<file path="src/rtl/hc4_prog_loader_if.sv">
// Loader-to-ROM/core bundle: serial input plus ROM write port and core control.
`timescale 1ns/1ps
interface hc4_prog_loader_if #(
    parameter int ADDR_W = 12
);
    logic              rxd;
    logic              rom_we;
    logic [ADDR_W-1:0] rom_addr;
    logic [7:0]        rom_wdata;
    logic              cpu_nReset;
    logic              busy;
    logic              err;
    logic              frame_ok;

    modport master (
        input  rxd,
        output rom_we, rom_addr, rom_wdata, cpu_nReset, busy, err, frame_ok
    );

    modport slave (
        output rxd,
        input  rom_we, rom_addr, rom_wdata, cpu_nReset, busy, err, frame_ok
    );
endinterface

</file>
<file path="src/rtl/hc4_prog_loader.sv">
// Serial program loader for the HC4 core: 8N1 UART receiver, block-write/run/halt
// command parser, program ROM write port and core reset control.
`timescale 1ns/1ps
module hc4_prog_loader #(
    parameter int CLKS_PER_BIT = 16,
    parameter int ADDR_W       = 12,
    parameter int TIMEOUT_BITS = 40
) (
    input  logic              clk,
    input  logic              nReset,
    hc4_prog_loader_if.master ldr
);
    localparam int CNT_W   = $clog2(CLKS_PER_BIT);
    localparam int TO_CLKS = TIMEOUT_BITS * CLKS_PER_BIT;
    localparam int TO_W    = $clog2(TO_CLKS);

    localparam logic [CNT_W-1:0] HALF_M1 = CNT_W'(CLKS_PER_BIT / 2 - 1);
    localparam logic [CNT_W-1:0] FULL_M1 = CNT_W'(CLKS_PER_BIT - 1);
    localparam logic [TO_W-1:0]  TO_M1   = TO_W'(TO_CLKS - 1);

    typedef enum logic [1:0] {RX_IDLE, RX_START, RX_DATA, RX_STOP} rx_state_t;
    typedef enum logic [2:0] {P_IDLE, P_CMD, P_ADDR_H, P_ADDR_L, P_LEN, P_DATA, P_CSUM} p_state_t;

    function automatic logic [ADDR_W-1:0] wrap_addr(input logic [ADDR_W-1:0] base,
                                                    input logic [7:0]        idx);
        return base + ADDR_W'(idx);
    endfunction

    // Two-flop synchronizer plus one history flop for falling-edge detection.
    logic rxd_m_q, rxd_s_q, rxd_p_q;
    logic rx_fall;

    always_ff @(posedge clk or negedge nReset) begin
        if (!nReset) begin
            rxd_m_q <= 1'b1;
            rxd_s_q <= 1'b1;
            rxd_p_q <= 1'b1;
        end else begin
            rxd_m_q <= ldr.rxd;
            rxd_s_q <= rxd_m_q;
            rxd_p_q <= rxd_s_q;
        end
    end

    assign rx_fall = rxd_p_q & ~rxd_s_q;

    rx_state_t        rx_state_q;
    logic [CNT_W-1:0] clk_cnt_q;
    logic [2:0]       bit_cnt_q;
    logic [7:0]       rx_shift_q;
    logic             rx_valid_q;
    logic             rx_ferr_q;

    always_ff @(posedge clk or negedge nReset) begin
        if (!nReset) begin
            rx_state_q <= RX_IDLE;
            clk_cnt_q  <= '0;
            bit_cnt_q  <= '0;
            rx_shift_q <= '0;
            rx_valid_q <= 1'b0;
            rx_ferr_q  <= 1'b0;
        end else begin
            rx_valid_q <= 1'b0;
            rx_ferr_q  <= 1'b0;
            case (rx_state_q)
                RX_IDLE: begin
                    clk_cnt_q <= '0;
                    if (rx_fall) rx_state_q <= RX_START;
                end
                RX_START: begin
                    // Mid-bit re-check rejects short glitches without flagging an error.
                    if (clk_cnt_q == HALF_M1) begin
                        clk_cnt_q  <= '0;
                        bit_cnt_q  <= '0;
                        rx_state_q <= rxd_s_q ? RX_IDLE : RX_DATA;
                    end else begin
                        clk_cnt_q <= clk_cnt_q + CNT_W'(1);
                    end
                end
                RX_DATA: begin
                    if (clk_cnt_q == FULL_M1) begin
                        clk_cnt_q  <= '0;
                        rx_shift_q <= {rxd_s_q, rx_shift_q[7:1]};
                        bit_cnt_q  <= bit_cnt_q + 3'd1;
                        if (bit_cnt_q == 3'd7) rx_state_q <= RX_STOP;
                    end else begin
                        clk_cnt_q <= clk_cnt_q + CNT_W'(1);
                    end
                end
                RX_STOP: begin
                    if (clk_cnt_q == FULL_M1) begin
                        clk_cnt_q  <= '0;
                        rx_valid_q <= rxd_s_q;
                        rx_ferr_q  <= ~rxd_s_q;
                        rx_state_q <= RX_IDLE;
                    end else begin
                        clk_cnt_q <= clk_cnt_q + CNT_W'(1);
                    end
                end
                default: rx_state_q <= RX_IDLE;
            endcase
        end
    end

    p_state_t          p_state_q;
    logic [TO_W-1:0]   to_cnt_q;
    logic [ADDR_W-1:0] base_q;
    logic [8:0]        len_q;
    logic [7:0]        idx_q;
    logic [7:0]        sum_q;
    logic              rom_we_q, frame_ok_q, err_q, cpu_nreset_q;
    logic [ADDR_W-1:0] rom_addr_q;
    logic [7:0]        rom_wdata_q;

    logic [7:0] sum_d;
    logic       last_d;

    assign sum_d  = sum_q + rx_shift_q;
    assign last_d = ({1'b0, idx_q} == (len_q - 9'd1));

    always_ff @(posedge clk or negedge nReset) begin
        if (!nReset) begin
            p_state_q    <= P_IDLE;
            to_cnt_q     <= '0;
            base_q       <= '0;
            len_q        <= '0;
            idx_q        <= '0;
            sum_q        <= '0;
            rom_we_q     <= 1'b0;
            frame_ok_q   <= 1'b0;
            err_q        <= 1'b0;
            cpu_nreset_q <= 1'b0;
            rom_addr_q   <= '0;
            rom_wdata_q  <= '0;
        end else begin
            rom_we_q   <= 1'b0;
            frame_ok_q <= 1'b0;
            if (rx_ferr_q) begin
                err_q     <= 1'b1;
                p_state_q <= P_IDLE;
                to_cnt_q  <= '0;
            end else if (rx_valid_q) begin
                // A received byte always restarts the timer, even on the expiry cycle.
                to_cnt_q <= '0;
                case (p_state_q)
                    P_IDLE: begin
                        if (rx_shift_q == 8'h55) begin
                            err_q     <= 1'b0;
                            p_state_q <= P_CMD;
                        end
                    end
                    P_CMD: begin
                        sum_q     <= '0;
                        p_state_q <= P_IDLE;
                        case (rx_shift_q)
                            8'h01: begin
                                cpu_nreset_q <= 1'b0;
                                p_state_q    <= P_ADDR_H;
                            end
                            8'h02:   cpu_nreset_q <= 1'b1;
                            8'h03:   cpu_nreset_q <= 1'b0;
                            default: err_q        <= 1'b1;
                        endcase
                    end
                    P_ADDR_H: begin
                        if (rx_shift_q[7:ADDR_W-8] != '0) begin
                            err_q     <= 1'b1;
                            p_state_q <= P_IDLE;
                        end else begin
                            base_q[ADDR_W-1:8] <= rx_shift_q[ADDR_W-9:0];
                            sum_q              <= sum_d;
                            p_state_q          <= P_ADDR_L;
                        end
                    end
                    P_ADDR_L: begin
                        base_q[7:0] <= rx_shift_q;
                        sum_q       <= sum_d;
                        p_state_q   <= P_LEN;
                    end
                    P_LEN: begin
                        len_q     <= (rx_shift_q == 8'h00) ? 9'd256 : {1'b0, rx_shift_q};
                        idx_q     <= '0;
                        sum_q     <= sum_d;
                        p_state_q <= P_DATA;
                    end
                    P_DATA: begin
                        rom_we_q    <= 1'b1;
                        rom_addr_q  <= wrap_addr(base_q, idx_q);
                        rom_wdata_q <= rx_shift_q;
                        idx_q       <= idx_q + 8'd1;
                        sum_q       <= sum_d;
                        if (last_d) p_state_q <= P_CSUM;
                    end
                    P_CSUM: begin
                        if (sum_d == 8'h00) frame_ok_q <= 1'b1;
                        else                err_q      <= 1'b1;
                        p_state_q <= P_IDLE;
                    end
                    default: p_state_q <= P_IDLE;
                endcase
            end else if (p_state_q != P_IDLE) begin
                if (to_cnt_q == TO_M1) begin
                    err_q     <= 1'b1;
                    p_state_q <= P_IDLE;
                    to_cnt_q  <= '0;
                end else begin
                    to_cnt_q <= to_cnt_q + TO_W'(1);
                end
            end else begin
                to_cnt_q <= '0;
            end
        end
    end

    assign ldr.rom_we     = rom_we_q;
    assign ldr.rom_addr   = rom_addr_q;
    assign ldr.rom_wdata  = rom_wdata_q;
    assign ldr.cpu_nReset = cpu_nreset_q;
    assign ldr.busy       = (p_state_q != P_IDLE);
    assign ldr.err        = err_q;
    assign ldr.frame_ok   = frame_ok_q;
endmodule

</file>
<file path="src/flat_wrapper.sv">
// flat-port wrapper written by rule: the top's interface ports become plain ports
module hc4_prog_loader_flat 
#(
    parameter int CLKS_PER_BIT = 16,
    parameter int ADDR_W       = 12,
    parameter int TIMEOUT_BITS = 40
)
  (clk, nReset, ldr_rxd, ldr_rom_we, ldr_rom_addr, ldr_rom_wdata, ldr_cpu_nReset, ldr_busy, ldr_err, ldr_frame_ok);
  hc4_prog_loader_if #(.ADDR_W(ADDR_W)) ldr_i ();
  input  logic clk;
  input  logic nReset;
  input wire logic [$bits(ldr_i.rxd)-1:0] ldr_rxd;
  output wire logic [$bits(ldr_i.rom_we)-1:0] ldr_rom_we;
  output wire logic [$bits(ldr_i.rom_addr)-1:0] ldr_rom_addr;
  output wire logic [$bits(ldr_i.rom_wdata)-1:0] ldr_rom_wdata;
  output wire logic [$bits(ldr_i.cpu_nReset)-1:0] ldr_cpu_nReset;
  output wire logic [$bits(ldr_i.busy)-1:0] ldr_busy;
  output wire logic [$bits(ldr_i.err)-1:0] ldr_err;
  output wire logic [$bits(ldr_i.frame_ok)-1:0] ldr_frame_ok;
  assign ldr_i.rxd = ldr_rxd;
  assign ldr_rom_we = ldr_i.rom_we;
  assign ldr_rom_addr = ldr_i.rom_addr;
  assign ldr_rom_wdata = ldr_i.rom_wdata;
  assign ldr_cpu_nReset = ldr_i.cpu_nReset;
  assign ldr_busy = ldr_i.busy;
  assign ldr_err = ldr_i.err;
  assign ldr_frame_ok = ldr_i.frame_ok;
  hc4_prog_loader #(.CLKS_PER_BIT(CLKS_PER_BIT), .ADDR_W(ADDR_W), .TIMEOUT_BITS(TIMEOUT_BITS)) u_core (.clk(clk), .nReset(nReset), .ldr(ldr_i));
endmodule
</file>
<file path="config.mk">
export PLATFORM = sky130hd
export DESIGN_NAME = hc4_prog_loader_flat
export DESIGN_NICKNAME = d
export VERILOG_FILES = /design/src/rtl/hc4_prog_loader_if.sv /design/src/rtl/hc4_prog_loader.sv /design/src/flat_wrapper.sv
export SDC_FILE = /design/constraint.sdc
export NUM_CORES = 1
export LEC_CHECK = 0
export ABC_AREA = 0
export CAP_MARGIN = 20
export CORE_AREA = 10 10 145 121
export CTS_CLUSTER_DIAMETER = 80
export DETAILED_ROUTE_END_ITERATION = 16
export DIE_AREA = 0 0 155 131
export PLACE_DENSITY = 0.59
export SLEW_MARGIN = 20
export SYNTH_ARGS = -nofsm -noshare
export SYNTH_HDL_FRONTEND = slang
export SYNTH_SLANG_ARGS = --single-unit
export TNS_END_PERCENT = 100
</file>
<file path="constraint.sdc">
create_clock -name clk -period 5.8 [get_ports clk]
set_input_delay 0.58 -clock clk [delete_from_list [all_inputs] [get_ports clk]]
set_output_delay 0.58 -clock clk [all_outputs]
set_load 0.02 [all_outputs]
</file>
==> impl_metrics.tcl, run 1 <==
set metrics [dict create \
    run_status "finished clean" \
    skew_ns 0.00712 \
    synth_top_area_frac 0.464 \
    dr.pass1.iters 6 \
    p_per_area_nw_per_um2 242 \
    synth_seq_area_share 0.479 \
    wl_per_cell_um 15.9 \
    grt_max_degree 53 \
    async_flop_share 1.00 \
    drcViolationCount 0 \
    synth_nets 519 \
    grt_pass1_wl_um 19000 \
    die_x_um 155 \
    post_cts_buffers 0 \
    fillerInstances 1427 \
    drt_iter0_markers 239 \
    cts_resized 0 \
    synthTopCellsByArea "dfrtp_1, mux2_2, ha_1" \
    max_freq_mhz 323 \
    avgSynthCellArea_um2 10.3 \
    slew_violations 0 \
    critPathMostFrequentCell "or4_1" \
    netlist_instances 489 \
    worst_pin_slew_ns 0.841 \
    initial_core_util 0.342 \
    fin_crit_ns 3.09 \
    num_rows 40 \
    start_kind "register" \
    setup_violations 0 \
    cts_buffers 9 \
    switching_share 0.243 \
    path_cells "ha_1 > fa_1 > xor2_1 > or4b_1 > or4_1 > or4_1 > o21a_1" \
    min_path_type "in -> async" \
    ys_types 53 \
    worst_ir_drop_vdd_v 0.000160 \
    rsz0062_at_grt "false" \
    drtAntennaViolNets 0 \
    worstSetupPathType "reg -> reg" \
    yosys_warnings 0 \
    drv_cap 0 \
    utilization 0.393 \
    clockBufferDepth 2 \
    nets 544 \
    area_growth_pct 14.9 \
    end_kind "register" \
    yosysMostFrequentCell "dfrtp_1" \
    place_inst 692 \
    die_area_um2 20300 \
    p_sw_uw 340 \
    postCtsHoldBufs 0 \
    grt_pass1_vias 3653 \
    slowest_delay_ns 0.49 \
    p_leak_nw 2.66 \
    critical_path.slowest_cell "dfrtp_1" \
    design_area_um2 5770 \
    cts_max_level 3 \
    dieHeight_um 131 \
    cts_tree "yes" \
    coreArea_um2 14700 \
    place_congestion 0.906 \
    place_area_um2 5480 \
    dp_hpwl_um 8080 \
    clkTransAtPathRegs_ns 0.06 \
    io_pins 28 \
    fin_tns_setup_ns 0 \
    fin_crit_sh 0.533 \
    num_antenna_cells 0 \
    p_clk_frac 0.401 \
    combPwrFrac 0.096 \
    antenna_found_initial 0 \
    synth_area_um2 5020 \
    cts.sinks 96 \
    grtUsageTotal 0.115 \
    synth_top_area_cell "dfrtp_1" \
    synth_seq_cells 96 \
    insertion_delay_ns 0.34 \
    cp.arrival_ns 3.32 \
    fin_cells 708 \
    routed_wl_um 11300 \
    worst_ep_required_time_ns 6.03 \
    synth_commonest_cells "dfrtp_1, nand2_1, nor2_1, mux2_2, o21ai_0" \
    slew_headroom 0.438 \
    io_buffers 27 \
    synthFlopType "dfrtp_1" \
    synth_edf_count 0 \
    grt_overflow 0 \
    routed_via_density 5.14 \
    cp_max_fo 10 \
    hold_viol_final 0 \
    vias 3639 \
    layout-drive-gt1-share 0.110 \
    cts_root_buffer "clkbuf_16" \
    pwr-share-seq 0.503 \
    p_int_mw 1.06 \
]
-- layout by cell type, fill, tap and decap left out, types with 13 or more instances in the layout --
master / n
inv_1: 14
a21oi_1: 14
o21ai_0: 29
ha_1: 25
nand3_1: 21
nor3_1: 13
mux2_2: 31
dfrtp_1: 93
clkdlybuf4s50_1: 26
nand2_1: 61
xnor2_1: 18
xor2_1: 19
nor2_1: 38
-- layout make-up --
cell class | count | area [um2] | share of cell area
clock buffer | 12 | 256 | 0.0445
inverter | 15 | 56.3 | 0.00976
clock inverter | 4 | 28.8 | 0.00499
tap | 189 | 236 | 0.0410
sequential | 96 | 2410 | 0.417
multi-input combinational | 363 | 2500 | 0.434
timing repair buffer | 29 | 283 | 0.0490
-- per-layer routing --
metal | up-vias | part of all wire | GRT usage
li1 | 1783 | - | -
met1 | 1758 | 0.49 | 0.159
met2 | 91 | 0.45 | 0.176
met3 | 7 | 0.059 | 0.0346
met4 | 0 | 0.0062 | 0.0222
met5 | - | 0 | 0
-- per-stage QoR --
| stage | hold slack (ns) | setup slack, ns | total power, mW |
|---|---|---|---|
| floorplan | 0.284 | 3.00 | 0.813 |
| global placement | 0.348 | 2.79 | 0.845 |
| detailed placement | 0.349 | 2.71 | 0.853 |
| CTS | 0.256 | 2.70 | 1.42 |
| global route | 0.276 | 2.56 | 1.48 |
| finish | 0.231 | 2.71 | 1.40 |
-- flip-flops by register name, summed over array words and instances, names as in the netlist, named ones only --
| signal | count |
|---|---|
| u_core.ldr.err | 1 |
| u_core.p_state_q | 3 |
| u_core.rxd_m_q | 1 |
| u_core.base_q | 12 |
| u_core.rx_shift_q | 8 |
| u_core.to_cnt_q | 10 |
| u_core.idx_q | 8 |
| u_core.ldr.frame_ok | 1 |
| u_core.clk_cnt_q | 4 |
| u_core.ldr.cpu_nReset | 1 |
| u_core.bit_cnt_q | 3 |
| u_core.rxd_p_q | 1 |
| u_core.rx_state_q | 1 |
| u_core.rx_valid_q | 1 |
| u_core.rx_ferr_q | 1 |
| u_core.len_q | 9 |
| u_core.ldr.rom_we | 1 |
| u_core.ldr.rom_addr | 12 |
| u_core.sum_q | 8 |
| u_core.ldr.rom_wdata | 8 |
| u_core.rxd_s_q | 1 |
-- worst paths after layout --
check / to / slack (ns) / start / depth (start not counted)
setup reg to reg: u_core.ldr.err / 2.71 / u_core.rx_shift_q[0] / 7
max in group asynchronous: asynchronous set/reset pin / 4.48 / nReset / 2
setup / recovery: u_core.ldr.err / 2.71 / u_core.rx_shift_q[0] / 7
hold / removal: u_core.to_cnt_q[6] / 0.23 / nReset / 1
hold reg to reg: u_core.rxd_s_q / 0.36 / u_core.rxd_m_q / 0
min in group clk: u_core.rxd_s_q / 0.36 / u_core.rxd_m_q / 0
-- power groups by stage --
stage                     Sequential, mW  Combinational [mW]  Clock [mW]
after floorplan                    0.713               0.101           0
final                              0.704               0.134       0.560
after detailed placement           0.716               0.137           0
after global routing               0.706               0.155       0.616
after CTS                          0.704               0.137       0.581
after global placement             0.715               0.131           0
-- worst max-delay path, delay by kind of cell, from the launching register on --
| kind | cells | cell delay, ns |
|---|---|---|
| AND/OR/NAND/NOR | 3 | 1.40 |
| adder cells (fa/ha/maj) | 2 | 0.69 |
| flip-flops | 1 | 0.49 |
| AO/OA/AOI/OAI | 1 | 0.21 |
| XOR/XNOR | 1 | 0.20 |
-- kinds of logic after synthesis --
kind of cell	count (synthesis)	synth area share
fa+ha+maj	27	0.0703
flops	96	0.479
compound gates	85	0.112
xor+xnor	37	0.0646
mux	36	0.0795
simple gates	178	0.172
buf+inv	30	0.0224
Note: power is estimated with default switching activity, not from simulation.
==> inputs of run 2 (changes only) <==
Settings changed: PLACE_DENSITY 0.59 to 0.61.
Clock period 5.8 ns to 2.6 ns, I/O delays scaled along.
==> run 2 against run 1 <==
  * The flow now finishes with violations (setup timing)
  * Sequential share of layout area decreased by 1.5 points
  * Sequential cell count is the same
  * Critical path depth stayed put
  * Clock-buffer cell count decreased by 3
  * First-iteration DRC count grew 2.1%
  * Global-route usage grew 0.33 points
  * Die area unchanged
  * Combinational power increased by 140%
  * Clock power up 140%
  * Critical path type unchanged
  * Critical endpoint unchanged
==> impl_metrics.tcl, run 2 (synthesized netlist as in run 1, its figures left out) <==
set metrics [dict create \
    switching_share 0.253 \
    p_clk_frac 0.415 \
    die_area_um2 20300 \
    min_delay_path_depth 1 \
    worstSetupPathType "reg -> reg" \
    place_inst 711 \
    antenna_found_initial 0 \
    place_ws_ns -0.259 \
    fin_tns_setup_ns -0.356 \
    hold_viol_final 0 \
    p_per_area_nw_per_um2 539 \
    max_freq_mhz 353 \
    dieHeight_um 131 \
    io_buffers 27 \
    slew_headroom 0.549 \
    cp_max_fo 2 \
    drt_iter0_markers 244 \
    drcViolationCount 0 \
    grt_pass1_vias 3870 \
    worstHoldStart "ldr_rxd" \
    p_leak_nw 2.78 \
    drtAntennaViolNets 0 \
    die_x_um 155 \
    min_path_type "in -> reg" \
    cts.sinks 96 \
    worst_pin_slew_ns 0.677 \
    cts_buffers 9 \
    grt_max_degree 53 \
    initial_core_util 0.342 \
    rsz0062_at_grt "true" \
    p_sw_uw 818 \
    grtUsageTotal 0.119 \
    grt_pass1_wl_um 19500 \
    end_kind "register" \
    fin_crit_ns 2.83 \
    layout_commonest_cell "dfrtp_1" \
    dp_hpwl_um 8250 \
    clkTransAtPathRegs_ns 0.07 \
    fin_cells 731 \
    dr.pass1.iters 4 \
    setup_violations 2 \
    layout-drive-gt1-share 0.161 \
    fin_ws_ns -0.232 \
    worst-r2r-cell-count 7 \
    r2r_start "u_core.rx_shift_q[0]" \
    worst_ir_drop_vdd_v 0.000415 \
    fin_crit_sh 1.09 \
    utilization 0.408 \
    worst_ep_required_time_ns 2.85 \
    vias 3784 \
    violations "setup timing" \
    wl_per_cell_um 15.8 \
    cts_root_buffer "clkbuf_16" \
    num_rows 40 \
    grt_overflow 0 \
    num_antenna_cells 0 \
    place_congestion 0.851 \
    reg2reg_slack_ns -0.23 \
    start_kind "register" \
    area_growth_pct 19.3 \
    nets 567 \
    final_cell_mix "dfrtp_1, nand2_1, nor2_1" \
    run_status "complete, but fails checks" \
    p_int_mw 2.41 \
    io_pins 28 \
    cts_max_level 3 \
    reg2reg_to "u_core.ldr.err" \
    cp.arrival_ns 3.08 \
    cts_tree "yes" \
    pwr-share-seq 0.487 \
    combPwrFrac 0.098 \
    coreArea_um2 14700 \
    routed_wl_um 11500 \
    slew_violations 0 \
    skew_ns 0.00897 \
    min_to "u_core.rxd_m_q" \
    clockBufferDepth 2 \
    insertion_delay_ns 0.35 \
    drv_cap 0 \
    routed_via_density 5.18 \
]
run 2: changes by cell type in the layout (fill, tap and decap cells not counted), moves of 2 or more:
cell and change:
or4_1 -2, or4_4 +2, clkbuf_8 -2, clkinv_2 +2, buf_4 +22
run 2: final cells by class:
| cell class | instances | area (um2) |
|---|---|---|
| clock buffers | 9 | 225 |
| clock inverters | 7 | 70.1 |
| fillers | 1415 | 8680 |
| inverters | 15 | 56.3 |
| multi-input cells | 363 | 2530 |
| flip-flops and latches | 96 | 2410 |
| well taps | 189 | 236 |
| repair buffers | 52 | 458 |
run 2: timing repair:
item / CTS / global route
buffers inserted: 1 / 2
pin swaps: 1 / 6
hold buffers: 1 / 0
endpoints found under the hold margin: 49 / 0
cloned: 0 / 0
setup endpoints to repair: 2 / 3
gates resized for setup: 1 / 4
run 2: how the worst max path moves through the flow:
stage,from,to,slack (ns),depth (start not counted)
3_3_place_gp,u_core.sum_q[0],u_core.ldr.err,-0.18,7
2_1_floorplan,u_core.sum_q[0],u_core.ldr.err,-0.11,7
6_report,u_core.rx_shift_q[0],u_core.ldr.err,-0.23,7
4_1_cts,u_core.sum_q[0],u_core.ldr.err,-0.24,7
3_5_place_dp,u_core.sum_q[0],u_core.ldr.err,-0.26,7
5_1_grt,u_core.rx_shift_q[0],u_core.ldr.err,-0.32,9
run 2: worst max-delay path, stage by stage, from the launching register on:
cell     delay, ns
dfrtp_1       0.39
ha_2          0.21
fa_2          0.39
xor2_2        0.16
or4b_1        0.47
or4_4         0.51
or4_4         0.43
o21a_1        0.18
run 2: power by group through the flow:
| stage | logic [mW] | clock network (mW) | registers (mW) |
|---|---|---|---|
| finish | 0.317 | 1.34 | 1.57 |
| global route | 0.354 | 1.44 | 1.57 |
| CTS | 0.319 | 1.38 | 1.57 |
| detailed placement | 0.317 | 0 | 1.60 |
| global placement | 0.298 | 0 | 1.59 |
| floorplan | 0.225 | 0 | 1.59 |
run 2: metal layers:
layer / share of wire / routed length, um / track usage
met5: 0 / 0 / 0
met4: 0.011 / 129 / 0.0294
met3: 0.041 / 468 / 0.0356
met2: 0.48 / 5490 / 0.194
met1: 0.47 / 5460 / 0.150
run 2: through the flow:
stage | cell area, um2 | hold WS [ns] | power [mW]
floorplan | 5020 | -0.0356 | 1.81
global placement | 5630 | 0.341 | 1.89
detailed placement | 5630 | 0.345 | 1.92
CTS | 5950 | 0.309 | 3.27
global route | 5990 | 0.329 | 3.37
finish | 5990 | 0.319 | 3.23
